`config.mk`:
```
export PLATFORM = sky130hd
export DESIGN_NAME = hdmi_timing_gen
export DESIGN_NICKNAME = d
export VERILOG_FILES = /design/src/rtl/hdmi_timing_pkg.sv /design/src/rtl/hdmi_timing_gen_color_bar_gen.sv /design/src/rtl/hdmi_timing_gen.sv
export SDC_FILE = /design/constraint.sdc
export NUM_CORES = 1
export LEC_CHECK = 0
export ABC_CLOCK_PERIOD_IN_PS = 4600
export CORE_MARGIN = 3
export CORE_UTILIZATION = 35
export CTS_CLUSTER_SIZE = 24
export DETAILED_ROUTE_END_ITERATION = 6
export GPL_ROUTABILITY_DRIVEN = 0
export PLACE_DENSITY = 0.57
export SYNTH_ARGS = -nofsm -noshare
export SYNTH_HDL_FRONTEND = slang
export SYNTH_SLANG_ARGS = --single-unit
```
`constraint.sdc`:
```
create_clock -name hdmi_clk -period 4.6 [get_ports hdmi_clk]
set_input_delay 0.92 -clock hdmi_clk [delete_from_list [all_inputs] [get_ports hdmi_clk]]
set_output_delay 0.92 -clock hdmi_clk [all_outputs]
set_load 0.01 [all_outputs]
```
`src/rtl/hdmi_timing_pkg.sv`:
```
// Shared timing constants, HVE bit positions and bar colours
// for the HDMI raster/test-pattern source.
`timescale 1ns/1ps
package hdmi_timing_pkg;

    // Default 640x480@60 raster
    localparam int DEF_H_ACTIVE = 640;
    localparam int DEF_H_FP     = 16;
    localparam int DEF_H_SYNC   = 96;
    localparam int DEF_H_BP     = 48;
    localparam int DEF_V_ACTIVE = 480;
    localparam int DEF_V_FP     = 10;
    localparam int DEF_V_SYNC   = 2;
    localparam int DEF_V_BP     = 33;

    localparam int CNT_W = 13;

    // Bit positions inside the packed {hsync, vsync, de} bus
    localparam int HVE_HSYNC = 2;
    localparam int HVE_VSYNC = 1;
    localparam int HVE_DE    = 0;

    localparam logic [23:0] COLOR_WHITE   = 24'hFFFFFF;
    localparam logic [23:0] COLOR_YELLOW  = 24'hFFFF00;
    localparam logic [23:0] COLOR_CYAN    = 24'h00FFFF;
    localparam logic [23:0] COLOR_GREEN   = 24'h00FF00;
    localparam logic [23:0] COLOR_MAGENTA = 24'hFF00FF;
    localparam logic [23:0] COLOR_RED     = 24'hFF0000;
    localparam logic [23:0] COLOR_BLUE    = 24'h0000FF;
    localparam logic [23:0] COLOR_BLACK   = 24'h000000;

    // Map a bar index (left to right) to its colour
    function automatic logic [23:0] bar_color(input logic [2:0] idx);
        logic [23:0] c;
        c = COLOR_BLACK;
        unique case (idx)
            3'd0: c = COLOR_WHITE;
            3'd1: c = COLOR_YELLOW;
            3'd2: c = COLOR_CYAN;
            3'd3: c = COLOR_GREEN;
            3'd4: c = COLOR_MAGENTA;
            3'd5: c = COLOR_RED;
            3'd6: c = COLOR_BLUE;
            3'd7: c = COLOR_BLACK;
        endcase
        return c;
    endfunction

endpackage

```
`src/rtl/hdmi_timing_gen_color_bar_gen.sv`:
```
// 8-bar colour pattern: bar counter/index track the current
// pixel, colour is registered and blanked outside active video.
`timescale 1ns/1ps
module color_bar_gen
    import hdmi_timing_pkg::*;
#(
    parameter int H_ACTIVE = DEF_H_ACTIVE
) (
    input  logic        hdmi_clk,
    input  logic        reset,
    input  logic        line_end,
    input  logic        de,
    output logic [23:0] o_color
);

    localparam int BAR_W = H_ACTIVE / 8;
    localparam int BW    = (BAR_W > 1) ? $clog2(BAR_W) : 1;
    localparam logic [BW-1:0] BAR_LAST = BW'(BAR_W - 1);

    logic [BW-1:0] bar_cnt;
    logic [2:0]    bar_idx;

    // Step through bars without a divider; restart at each line start
    always_ff @(posedge hdmi_clk or posedge reset) begin
        if (reset) begin
            bar_cnt <= '0;
            bar_idx <= '0;
            o_color <= '0;
        end else begin
            o_color <= de ? bar_color(bar_idx) : COLOR_BLACK;
            if (line_end) begin
                bar_cnt <= '0;
                bar_idx <= '0;
            end else if (bar_cnt == BAR_LAST) begin
                bar_cnt <= '0;
                bar_idx <= bar_idx + 3'd1;
            end else begin
                bar_cnt <= bar_cnt + 1'b1;
            end
        end
    end

endmodule

```
`src/rtl/hdmi_timing_gen.sv`:
```
// Raster timing generator: pixel position, sync/DE bus,
// frame pulse/counter and colour bars, all aligned registers.
`timescale 1ns/1ps
module hdmi_timing_gen
    import hdmi_timing_pkg::*;
#(
    parameter int   H_ACTIVE  = DEF_H_ACTIVE,
    parameter int   H_FP      = DEF_H_FP,
    parameter int   H_SYNC    = DEF_H_SYNC,
    parameter int   H_BP      = DEF_H_BP,
    parameter int   V_ACTIVE  = DEF_V_ACTIVE,
    parameter int   V_FP      = DEF_V_FP,
    parameter int   V_SYNC    = DEF_V_SYNC,
    parameter int   V_BP      = DEF_V_BP,
    parameter logic HSYNC_POL = 1'b0,
    parameter logic VSYNC_POL = 1'b0
) (
    input  logic             hdmi_clk,
    input  logic             reset,
    output logic [2:0]       o_hve,
    output logic [23:0]      o_color,
    output logic [CNT_W-1:0] x,
    output logic [CNT_W-1:0] y,
    output logic             o_frame_start,
    output logic [7:0]       o_frame
);

    localparam int H_TOTAL = H_ACTIVE + H_FP + H_SYNC + H_BP;
    localparam int V_TOTAL = V_ACTIVE + V_FP + V_SYNC + V_BP;

    localparam logic [CNT_W-1:0] H_LAST  = CNT_W'(H_TOTAL - 1);
    localparam logic [CNT_W-1:0] V_LAST  = CNT_W'(V_TOTAL - 1);
    localparam logic [CNT_W-1:0] H_ACT   = CNT_W'(H_ACTIVE);
    localparam logic [CNT_W-1:0] V_ACT   = CNT_W'(V_ACTIVE);
    localparam logic [CNT_W-1:0] HS_BEG  = CNT_W'(H_ACTIVE + H_FP);
    localparam logic [CNT_W-1:0] HS_END  = CNT_W'(H_ACTIVE + H_FP + H_SYNC);
    localparam logic [CNT_W-1:0] VS_BEG  = CNT_W'(V_ACTIVE + V_FP);
    localparam logic [CNT_W-1:0] VS_END  = CNT_W'(V_ACTIVE + V_FP + V_SYNC);

    logic [CNT_W-1:0] h_cnt;
    logic [CNT_W-1:0] v_cnt;
    logic             h_end;
    logic             v_end;
    logic             de;
    logic             hs_on;
    logic             vs_on;
    logic             at_origin;

    // Decode the pixel currently held in the counters
    always_comb begin
        h_end     = (h_cnt == H_LAST);
        v_end     = (v_cnt == V_LAST);
        de        = (h_cnt < H_ACT) && (v_cnt < V_ACT);
        hs_on     = (h_cnt >= HS_BEG) && (h_cnt < HS_END);
        vs_on     = (v_cnt >= VS_BEG) && (v_cnt < VS_END);
        at_origin = (h_cnt == '0) && (v_cnt == '0);
    end

    // Raster counters: one pixel per clock, line then frame wrap
    always_ff @(posedge hdmi_clk or posedge reset) begin
        if (reset) begin
            h_cnt <= '0;
            v_cnt <= '0;
        end else if (h_end) begin
            h_cnt <= '0;
            v_cnt <= v_end ? '0 : v_cnt + 1'b1;
        end else begin
            h_cnt <= h_cnt + 1'b1;
        end
    end

    // Register position, syncs and frame info for the same pixel
    always_ff @(posedge hdmi_clk or posedge reset) begin
        if (reset) begin
            x                <= '0;
            y                <= '0;
            o_hve[HVE_HSYNC] <= ~HSYNC_POL;
            o_hve[HVE_VSYNC] <= ~VSYNC_POL;
            o_hve[HVE_DE]    <= 1'b0;
            o_frame_start    <= 1'b0;
            o_frame          <= '0;
        end else begin
            x                <= h_cnt;
            y                <= v_cnt;
            o_hve[HVE_HSYNC] <= hs_on ? HSYNC_POL : ~HSYNC_POL;
            o_hve[HVE_VSYNC] <= vs_on ? VSYNC_POL : ~VSYNC_POL;
            o_hve[HVE_DE]    <= de;
            o_frame_start    <= at_origin;
            if (at_origin) begin
                o_frame <= o_frame + 8'd1;
            end
        end
    end

    color_bar_gen #(
        .H_ACTIVE (H_ACTIVE)
    ) u_color_bar_gen (
        .hdmi_clk (hdmi_clk),
        .reset    (reset),
        .line_end (h_end),
        .de       (de),
        .o_color  (o_color)
    );

endmodule

```
Word-level counts from Yosys, hierarchy flattened:

Memories as Yosys holds them, arrays and structs flattened.
Index checks and enable logic that the tools add are counted.

* word-level logic and storage cells: 41
* latch bits: 0
* register bits: 98
* output and inout port bits: 62
* bits in read-only memories: 192
* input port bits: 2
* bits in writable memories: 0
* memories kept: 1

* divide/modulo/power cells: 0
* shift-type cells: 0
* reduce and logical (&&, ||, !) cells: 7
* $add $sub $neg: 5
* mux-type cells: 9
* $mul: 0
* magnitude comparators: 6
* equality and inequality tests: 3
* bitwise gates (word level): 0

Memories
* (no name shown): words 8, bits a word 24, read ports 1, clocked after memory_dff 0, wr ports 0, line hdmi_timing_pkg.sv:36 `unique case (idx)`

Operators with widths (number)
* 13-bit by 1-bit adder with 13-bit output (second input constant): 2
* 13-bit by 10-bit == test with 1-bit output (second input constant): 2
* 13-bit logical NOT: 2
* 13-bit by 10-bit < comparator with 1-bit output (second input constant): 2
* 13-bit by 9-bit < comparator with 1-bit output (second input constant): 2
* 13-bit 2-to-1 mux: 2
* 24-bit 2-to-1 mux: 1
* 7-bit 2-to-1 mux: 2
* 13-bit by 10-bit greater-or-equal comparator with 1-bit output (second input constant): 1
* 13-bit by 9-bit greater-or-equal comparator with 1-bit output (second input constant): 1
* 8-bit by 1-bit adder with 8-bit output (second input constant): 1
* 7-bit by 1-bit adder with 7-bit output (second input constant): 1
* 7-bit == test (second input constant): 1
* 3-bit 2-to-1 mux: 2
* 1-bit logical AND: 4
* 3-bit by 1-bit adder with 3-bit output (second input constant): 1
* 1-bit 2-to-1 mux: 2
* 2-bit nonzero test: 1

Longest topological paths before layout:

Gate-level depths: netlist (run 1).

* depth in word-level cells: 3
* depth in mapped cells: 7
* mapped depth without buffers: 7

Hierarchy:

A second synthesis (run 1) with hierarchy kept.

* cell total of the unflattened synthesis: 300
* area total of the unflattened synthesis: 3403.3 µm²

By module, submodules not included
* hdmi_timing_gen: area each 2625.0 µm², seq. area each 1604.0 µm², cells an instance 225, times used 1
* color_bar_gen: area each 778.2 µm², seq. area each 325.3 µm², cells an instance 75, times used 1

Least setup slack after synthesis (run 1):

Ideal clock, no wire load.

* path kind: register -> register
* start: reg h_cnt[0]
* end: reg o_frame[1]
* cell stages (with the launch flop): 7
* library setup time: 0.125 ns
* arrival: 1.715 ns
* clock period less this slack: 1.839 ns
* data required time: 4.475 ns
* slack: 2.761 ns
* cells stage by stage: dfrtp_1 > inv_1 > ha_1 > nor4b_1 > nand4_1 > nor3_2 > mux2_2

* word-level cells in the longest chain between the ends: 2

Ends and longest elaborated chain
* start: declaration: line hdmi_timing_gen.sv:40 `logic [CNT_W-1:0] h_cnt;`
* start signal: assignment: line hdmi_timing_gen.sv:68 `h_cnt <= h_cnt + 1'b1;`
* 13-bit logical NOT: line hdmi_timing_gen.sv:56 `at_origin = (h_cnt == '0) && (v_cnt == '0);`
* 1-bit logical AND: line hdmi_timing_gen.sv:56
* end signal: assignment: line hdmi_timing_gen.sv:90 `o_frame <= o_frame + 8'd1;`
* end: declaration: line hdmi_timing_gen.sv:25 `output logic [7:0] o_frame`

Every way passes these cells.
A chain may end at the register's enable or synchronous reset.

Worst setup path in the final report (run 1):

* start: reg o_hve[1]
* end: out o_hve[1]

RTL lines
* start: declaration: line hdmi_timing_gen.sv:20 `output logic [2:0] o_hve,`
* start signal: indexed assignment: line hdmi_timing_gen.sv:77 `o_hve[HVE_HSYNC] <= ~HSYNC_POL;`
* start signal: indexed assignment: line hdmi_timing_gen.sv:78 `o_hve[HVE_VSYNC] <= ~VSYNC_POL;`
* start signal: indexed assignment: line hdmi_timing_gen.sv:85 `o_hve[HVE_HSYNC] <= hs_on ? HSYNC_POL : ~HSYNC_POL;`

No word-level cell between the ends.

==> results of run 1 <==
sequential cells by signal, summed over array words and instances (netlist names), 7 cells and up:
| signal | count |
|---|---|
| y | 13 |
| x | 13 |
| h_cnt | 13 |
| u_color_bar_gen.bar_cnt | 7 |
| v_cnt | 13 |
| o_frame | 8 |
final timing paths:
kind | slack [ns] | depth (start not counted) | end | start
max | 2.30 | 1 | o_hve[1] | o_hve[1]
min | 0.45 | 1 | u_color_bar_gen.o_color[15] | u_color_bar_gen.bar_idx[2]
max reg2reg | 2.40 | 6 | v_cnt[4] | h_cnt[0]
min reg2reg | 0.45 | 1 | u_color_bar_gen.o_color[15] | u_color_bar_gen.bar_idx[2]
max in group asynchronous | 2.81 | 3 | o_hve[2] | reset
min in group asynchronous | 0.95 | 2 | v_cnt[8] | reset
metal layers:
metal  part of all wire [%]  vias up
met5                      0        -
met4                    1.2        0
met3                    7.7        7
met2                     44       75
met1                     47     1022
li1                       -     1007
cell usage after synthesis, drive strengths merged, types with 2 or more instances:
master | n | area, um^2
nor4 | 5 | 31.3
nand4 | 11 | 68.8
or3 | 4 | 25.0
dfstp | 2 | 52.6
nor2b | 2 | 12.5
dfrtp | 75 | 1880
nand2b | 3 | 18.8
clkbuf | 3 | 11.3
nand2 | 19 | 73.8
xnor2 | 17 | 149
and3 | 8 | 50.1
buf | 22 | 163
inv | 8 | 30.0
xor2 | 14 | 123
nand3b | 4 | 30.0
ha | 7 | 87.6
nand3 | 12 | 60.1
o21ai | 9 | 45.0
nor2 | 25 | 93.8
nor3 | 12 | 91.3
report_power, final:
part	total (W)	switching (W)	internal (W)	leakage (nW)
combinational	0.0000146	0.0000127	0.00000191	0.684
sequential	0.000677	0	0.000677	1.00
clock	0.000532	0.000228	0.000303	0.107
stage by stage:
stage / instances / instance area, um^2 / total power, W / hold WS [ns]
floorplan: 273 / 3190 / 0.000700 / 0.352
global placement: 422 / 3800 / 0.000705 / 0.439
detailed placement: 422 / 3800 / 0.000706 / 0.439
CTS: 438 / 4010 / 0.00124 / 0.451
global route: 438 / 4010 / 0.00127 / 0.473
finish: 438 / 4010 / 0.00122 / 0.449
cell type report:
type	instances	area [um^2]	area share [%]
clock buffer	11	131	3.28
clock inverter	5	75.1	1.87
inverter	8	30.0	0.749
multi-input combinational	163	1050	26.3
sequential	77	1930	48.1
tap	108	135	3.37
timing repair buffer	66	653	16.3
kinds of logic (layout without fill, tap and decap cells):
logic type / after synthesis / count (layout)
and+or+nand+nor: 111 / 111
DFF: 77 / 77
buffers and inverters: 33 / 90
xor gates and xnor gates: 31 / 31
AOI/OAI and AO/OA: 12 / 12
adders and majority gates: 7 / 7
muxes: 2 / 2
layout by cell type, fill, tap and decap left out, types with 3 or more instances in the layout:
cell / count
dfrtp_1: 75
clkdlybuf4s50_1: 63
nor2_1: 25
nand2_1: 18
xnor2_1: 17
xor2_1: 14
nand3_1: 12
nand4_1: 11
o21ai_0: 9
clkbuf_8: 9
and3_1: 8
inv_1: 7
nor3_1: 7
ha_1: 7
nor4_1: 5
or3_1: 4
nor3_2: 4
nand3b_1: 4
nand2b_1: 3
clkinv_2: 3
buf_4: 3
==> impl_metrics.json, run 1 <==
{
  "insertion_delay_ns": 0.34,
  "syn_avg_cell_area_um2": 11.7,
  "grt_pass1_wl_um": 10200,
  "clk_pin_slew_ns": 0.07,
  "worstMarginPinSlew_ns": 0.631,
  "synth_warnings": 0,
  "ys_types": 35,
  "cpPeakStageDelay_ns": 0.52,
  "start_kind": "flop",
  "vias": 2111,
  "syn-num-nets": 282,
  "start_util_pct": 36.4,
  "use_met3_pct": 4.13,
  "utilization_pct": 45.7,
  "grt_start_max_net_pins": 32,
  "firstDrtPassIters": 4,
  "busiest_layer": "met2",
  "drtIter0Drc": 93,
  "syn2layout_area_growth_pct": 25.8,
  "cap_violations": 0,
  "setup_tns_ns": 0,
  "core_um2": 8760,
  "synth_top_family_by_area": "simple AND/OR/NAND/NOR gates",
  "postSynthCellCount": 273,
  "htreeDepth": 3,
  "max_freq_ghz": 0.435,
  "power_density_nw_per_um2": 305,
  "synthArstFlopShare_pct": 100,
  "rsz0062_at_grt": "no",
  "post_cts_buffers": 0,
  "crit_type": "reg2out",
  "fillers": 817,
  "setup_violations": 0,
  "synth_area_um2": 3190,
  "worstHoldPathType": "reg2reg",
  "drive_above_1_share_pct": 8.48,
  "dp_hpwl_um": 4300,
  "ctsResizeCount": 0,
  "critPathArrivalTime_ns": 1.38,
  "viasPerCell": 4.82,
  "period_share_pct": 49.9,
  "crit_required_ns": 3.68,
  "met1_usage_pct": 17.8,
  "rows": 34,
  "die_h_um": 101,
  "io_pins": 64,
  "diodes": 0,
  "leakagePower_nw": 1.80,
  "report.final.slew_viol_count": 0,
  "use_met2_pct": 18.5,
  "drt-total-wl_um": 6080,
  "io_buffers": 63,
  "postCtsHoldBufs": 0,
  "ant_nets": 0,
  "postSynthRegisterBits": 77,
  "synth_xor_area_share_pct": 8.52,
  "cts.path.max_buffers": 2,
  "crit_path_max_fanout": 1,
  "yosys.area_share.adder_pct": 2.75,
  "drc": 0,
  "routedWlPerCell_um": 13.9,
  "antenna_found_initial": 0,
  "synth.yosys.seq_area_share_pct": 60.5,
  "die_w_um": 101,
  "cts_tree": "built",
  "ys.flop_type": "dfrtp_1",
  "hold_violations": 0,
  "cts_buffers": 9,
  "synth_edf_count": 0,
  "synthSimpleGateAreaFrac_pct": 19.1,
  "maxSlewHeadroom_pct": 57.5,
  "skew_ns": 0.00791,
  "synth_compound_area_share_pct": 2.00,
  "root_buffer": "clkbuf_8",
  "grt_pass1_vias": 2118,
  "worst_slack_ns": 2.30,
  "cpMaxStageDelayCell": "dfstp_2",
  "crit_chain": "clkdlybuf4s50_1",
  "vdd_ir_drop_max_v": 0.000109,
  "path_delay_family": "flip-flops",
  "finalWorstPathRequiredPeriod_ns": 2.30,
  "overflow": 0,
  "grt.total_usage_pct": 12.8,
  "status": "finished clean",
  "die-area_um2": 10300,
  "muxShareOfSynthArea_pct": 0.667,
  "crit_buf_inv": 1,
  "pre_cts_ws_ns": 2.38,
  "end_kind": "output pin",
  "cts.sinks": 77,
  "finalNetCount": 334
}
(Power assumes the default switching activity.)
==> run 2: changes to the inputs <==
- ABC_CLOCK_PERIOD_IN_PS: 4600 -> 2300
- clock period: 4.6 -> 2.3 ns (I/O delays scaled with it)
==> impl_metrics.json, run 2 (synthesis results as in run 1) <==
{
  "leakagePower_nw": 1.82,
  "io_buffers": 63,
  "post_cts_buffers": 0,
  "postCtsHoldBufs": 0,
  "crit_chain": "ha_1 > and3_1 > nand2_1 > or3_1 > or4_1 > nand2_1",
  "critPathArrivalTime_ns": 2.37,
  "finalNetCount": 342,
  "viasPerCell": 4.79,
  "crit_type": "reg2reg",
  "vdd_ir_drop_max_v": 0.000321,
  "overflow": 0,
  "maxSlewHeadroom_pct": 67.0,
  "busiest_layer": "met2",
  "drive_above_1_share_pct": 11.2,
  "ant_nets": 0,
  "grt_pass1_wl_um": 10500,
  "firstDrtPassIters": 4,
  "io_pins": 64,
  "status": "finished clean",
  "worstHoldPathType": "reg2reg",
  "r2r_cells": 6,
  "cap_violations": 0,
  "crit_path_max_fanout": 6,
  "hold_depth": 0,
  "grt_pass1_vias": 2082,
  "die_h_um": 101,
  "cpPeakStageDelay_ns": 0.53,
  "dp_hpwl_um": 4390,
  "diodes": 0,
  "hold_violations": 0,
  "period_share_pct": 90.4,
  "routedWlPerCell_um": 13.6,
  "crit_required_ns": 2.59,
  "drc": 0,
  "cpMaxStageDelayCell": "or4_1",
  "hold_ws_ns": 0.445,
  "htreeDepth": 3,
  "end_kind": "flop",
  "core_um2": 8760,
  "path_delay_family": "simple AND/OR/NAND/NOR gates",
  "clk_pin_slew_ns": 0.08,
  "rows": 34,
  "insertion_delay_ns": 0.35,
  "cts_tree": "built",
  "root_buffer": "clkbuf_8",
  "worstMarginPinSlew_ns": 0.494,
  "drt-total-wl_um": 6090,
  "final_common_cell": "dfrtp_1",
  "finalWorstPathRequiredPeriod_ns": 2.08,
  "ctsResizeCount": 0,
  "met1_usage_pct": 18.4,
  "setup_tns_ns": 0,
  "use_met3_pct": 3.86,
  "use_met2_pct": 19.3,
  "die_w_um": 101,
  "crit_buf_inv": 0,
  "syn2layout_area_growth_pct": 28.0,
  "antenna_found_initial": 0,
  "grt.total_usage_pct": 13.2,
  "drtIter0Drc": 110,
  "die-area_um2": 10300,
  "start_util_pct": 36.4,
  "grt_start_max_net_pins": 38,
  "rsz0062_at_grt": "no",
  "cts.path.max_buffers": 2,
  "cp.depth": 6,
  "setup_violations": 0,
  "final_cell_mix": "dfrtp_1, clkdlybuf4s50_1, nor2_1",
  "max_freq_ghz": 0.481,
  "skew_ns": 0.00957,
  "report.final.slew_viol_count": 0,
  "cts_buffers": 9,
  "power_density_nw_per_um2": 587,
  "cts.sinks": 77,
  "vias": 2135,
  "cpMostUsedCell": "nand2_1",
  "start_kind": "flop"
}
-- run 2: per-layer routing --
metal	up-vias	wire, um
li1	1031	-
met2	66	2670
met4	0	101
met3	10	412
met1	1028	2900
met5	-	0
-- run 2: worst paths after layout --
path	from	end	slack [ns]
max	h_cnt[0]	v_cnt[4]	0.22
min	v_cnt[7]	y[7]	0.45
max reg2reg	h_cnt[0]	v_cnt[4]	0.22
min reg2reg	v_cnt[7]	y[7]	0.45
max in group asynchronous	reset	o_hve[2]	1.24
min in group asynchronous	reset	y[12]	0.49
-- run 2: area by class of cell --
| cell class | count | area (um^2) |
|---|---|---|
| Clock buffer | 10 | 138 |
| Clock inverter | 6 | 62.6 |
| Fill cell | 828 | 4690 |
| Inverter | 8 | 33.8 |
| Multi-Input combinational cell | 163 | 1050 |
| Sequential cell | 77 | 1930 |
| Tap cell | 108 | 135 |
| Timing Repair Buffer | 74 | 726 |
-- run 2: worst register-to-register path: cells and delay by family (launching register included) --
kind / cells / cell delay (ns)
DFF: 1 / 0.44
and+or+nand+nor: 5 / 1.36
adders and majority gates: 1 / 0.23
-- run 2: power by group --
| group | internal, W | switching [W] |
|---|---|---|
| Sequential | 0.00135 | 0 |
| Combinational | 0.00000751 | 0.0000268 |
| Clock | 0.000526 | 0.000478 |
-- run 2: through the flow --
step	cell area [um^2]	util, %	std cells	total power (W)	setup WS [ns]
2_1_floorplan	3190	-	273	0.00140	0.461
6_report	4080	46.5	446	0.00239	0.220
5_1_grt	4080	46.5	446	0.00250	0.0150
3_3_place_gp	3880	44.2	430	0.00142	0.312
3_5_place_dp	3880	44.2	430	0.00142	0.245
4_1_cts	4080	46.5	446	0.00243	0.223
==> run 3: changes to the inputs <==
- REMOVE_ABC_BUFFERS: default -> 1
==> impl_metrics.json, run 3 (synthesis results as in run 1) <==
{
  "leakagePower_nw": 1.86,
  "maxSlewHeadroom_pct": 74.0,
  "rsz0062_at_grt": "no",
  "overflow": 0,
  "die_w_um": 101,
  "r2r_cells": 6,
  "reg2reg_setup_slack_ns": 0.26,
  "crit_type": "reg2reg",
  "dpl_cell_area_um2": 3890,
  "max_freq_ghz": 0.490,
  "antenna_found_initial": 0,
  "cts_tree": "built",
  "reg2reg_from": "h_cnt[0]",
  "io_buffers": 63,
  "postCtsHoldBufs": 0,
  "ant_nets": 0,
  "firstDrtPassIters": 4,
  "cts.path.max_buffers": 2,
  "die_h_um": 101,
  "cap_violations": 0,
  "start_kind": "flop",
  "drive_above_1_share_pct": 11.2,
  "drc": 0,
  "vias": 2142,
  "clk_pin_slew_ns": 0.08,
  "crit_path_max_fanout": 6,
  "drtIter0Drc": 74,
  "power_density_nw_per_um2": 613,
  "insertion_delay_ns": 0.34,
  "finalInstanceArea_um2": 4120,
  "worstMarginPinSlew_ns": 0.385,
  "skew_ns": 0.00708,
  "rows": 34,
  "diodes": 0,
  "final_cell_mix": "dfrtp_1, clkdlybuf4s50_1, nor2_1",
  "core_um2": 8760,
  "grt_pass1_wl_um": 10200,
  "crit_required_ns": 2.58,
  "finalWorstPathRequiredPeriod_ns": 2.04,
  "post_cts_buffers": 0,
  "end_kind": "flop",
  "fillers": 838,
  "report.final.slew_viol_count": 0,
  "grt.total_usage_pct": 12.7,
  "cts_buffers": 9,
  "root_buffer": "clkbuf_8",
  "drt-total-wl_um": 6000,
  "critPathArrivalTime_ns": 2.32,
  "worstReg2RegEnd": "v_cnt[4]",
  "hold_ws_ns": 0.405,
  "setup_tns_ns": 0,
  "viasPerCell": 4.79,
  "final_common_cell": "dfrtp_1",
  "finalNetCount": 343,
  "setup_violations": 0,
  "grt_start_max_net_pins": 26,
  "period_share_pct": 88.7,
  "io_pins": 64,
  "start_util_pct": 36.4,
  "dp_hpwl_um": 4340,
  "routedWlPerCell_um": 13.4,
  "htreeDepth": 3,
  "ctsResizeCount": 0,
  "vdd_ir_drop_max_v": 0.000285,
  "die-area_um2": 10300,
  "worstHoldPathType": "in2async",
  "grt_pass1_vias": 2071,
  "utilization_pct": 47.0,
  "syn2layout_area_growth_pct": 29.3,
  "hold_violations": 0,
  "status": "finished clean",
  "cts.sinks": 77
}
## run 3: critical path, stage by stage, from the launching register on
cell and delay (ns):
dfrtp_1 0.43, ha_1 0.22, and3_1 0.22, nand2_1 0.08, or3_1 0.42, or4_1 0.53
nand2_1 0.07
## run 3: power breakdown
group          internal, W  total (W)  switching [W]
registers          0.00135    0.00135              0
logic            0.0000106  0.0000380      0.0000274
clock network     0.000667    0.00113       0.000467
## run 3: area by class of cell
class / count / area [um^2] / share of cell area (%)
Clock buffer: 12 / 155 / 3.77
Multi-Input combinational cell: 163 / 1050 / 25.6
Clock inverter: 4 / 70.1 / 1.70
Sequential cell: 77 / 1930 / 46.8
Tap cell: 108 / 135 / 3.28
Inverter: 8 / 30.0 / 0.729
Timing Repair Buffer: 75 / 746 / 18.1
## run 3: metal layers
layer | up-vias | part of all wire (%) | track usage, %
li1 | 1023 | - | -
met2 | 72 | 46 | 19.4
met5 | - | 0 | 0
met3 | 7 | 6.3 | 4.06
met1 | 1040 | 46 | 16.8
met4 | 0 | 1.5 | 5.21
## run 3: worst max-delay path by stage
stage                        start        end  slack, ns  cells past startpoint
final                     h_cnt[0]   v_cnt[4]       0.26                      6
after global routing      h_cnt[0]  v_cnt[11]       0.09                      7
after CTS                 h_cnt[0]   v_cnt[4]       0.27                      6
after detailed placement  h_cnt[0]   v_cnt[4]       0.29                      6
after global placement    h_cnt[0]   v_cnt[4]       0.32                      6
after floorplan              reset   h_cnt[0]      -0.12                      1
## run 3: per-stage QoR
step	cells	power (W)	setup WS, ns
global placement	431	0.00142	0.322
global route	447	0.00264	0.0883
CTS	447	0.00256	0.269
detailed placement	431	0.00142	0.287
floorplan	248	0.00140	-0.123
finish	447	0.00253	0.261
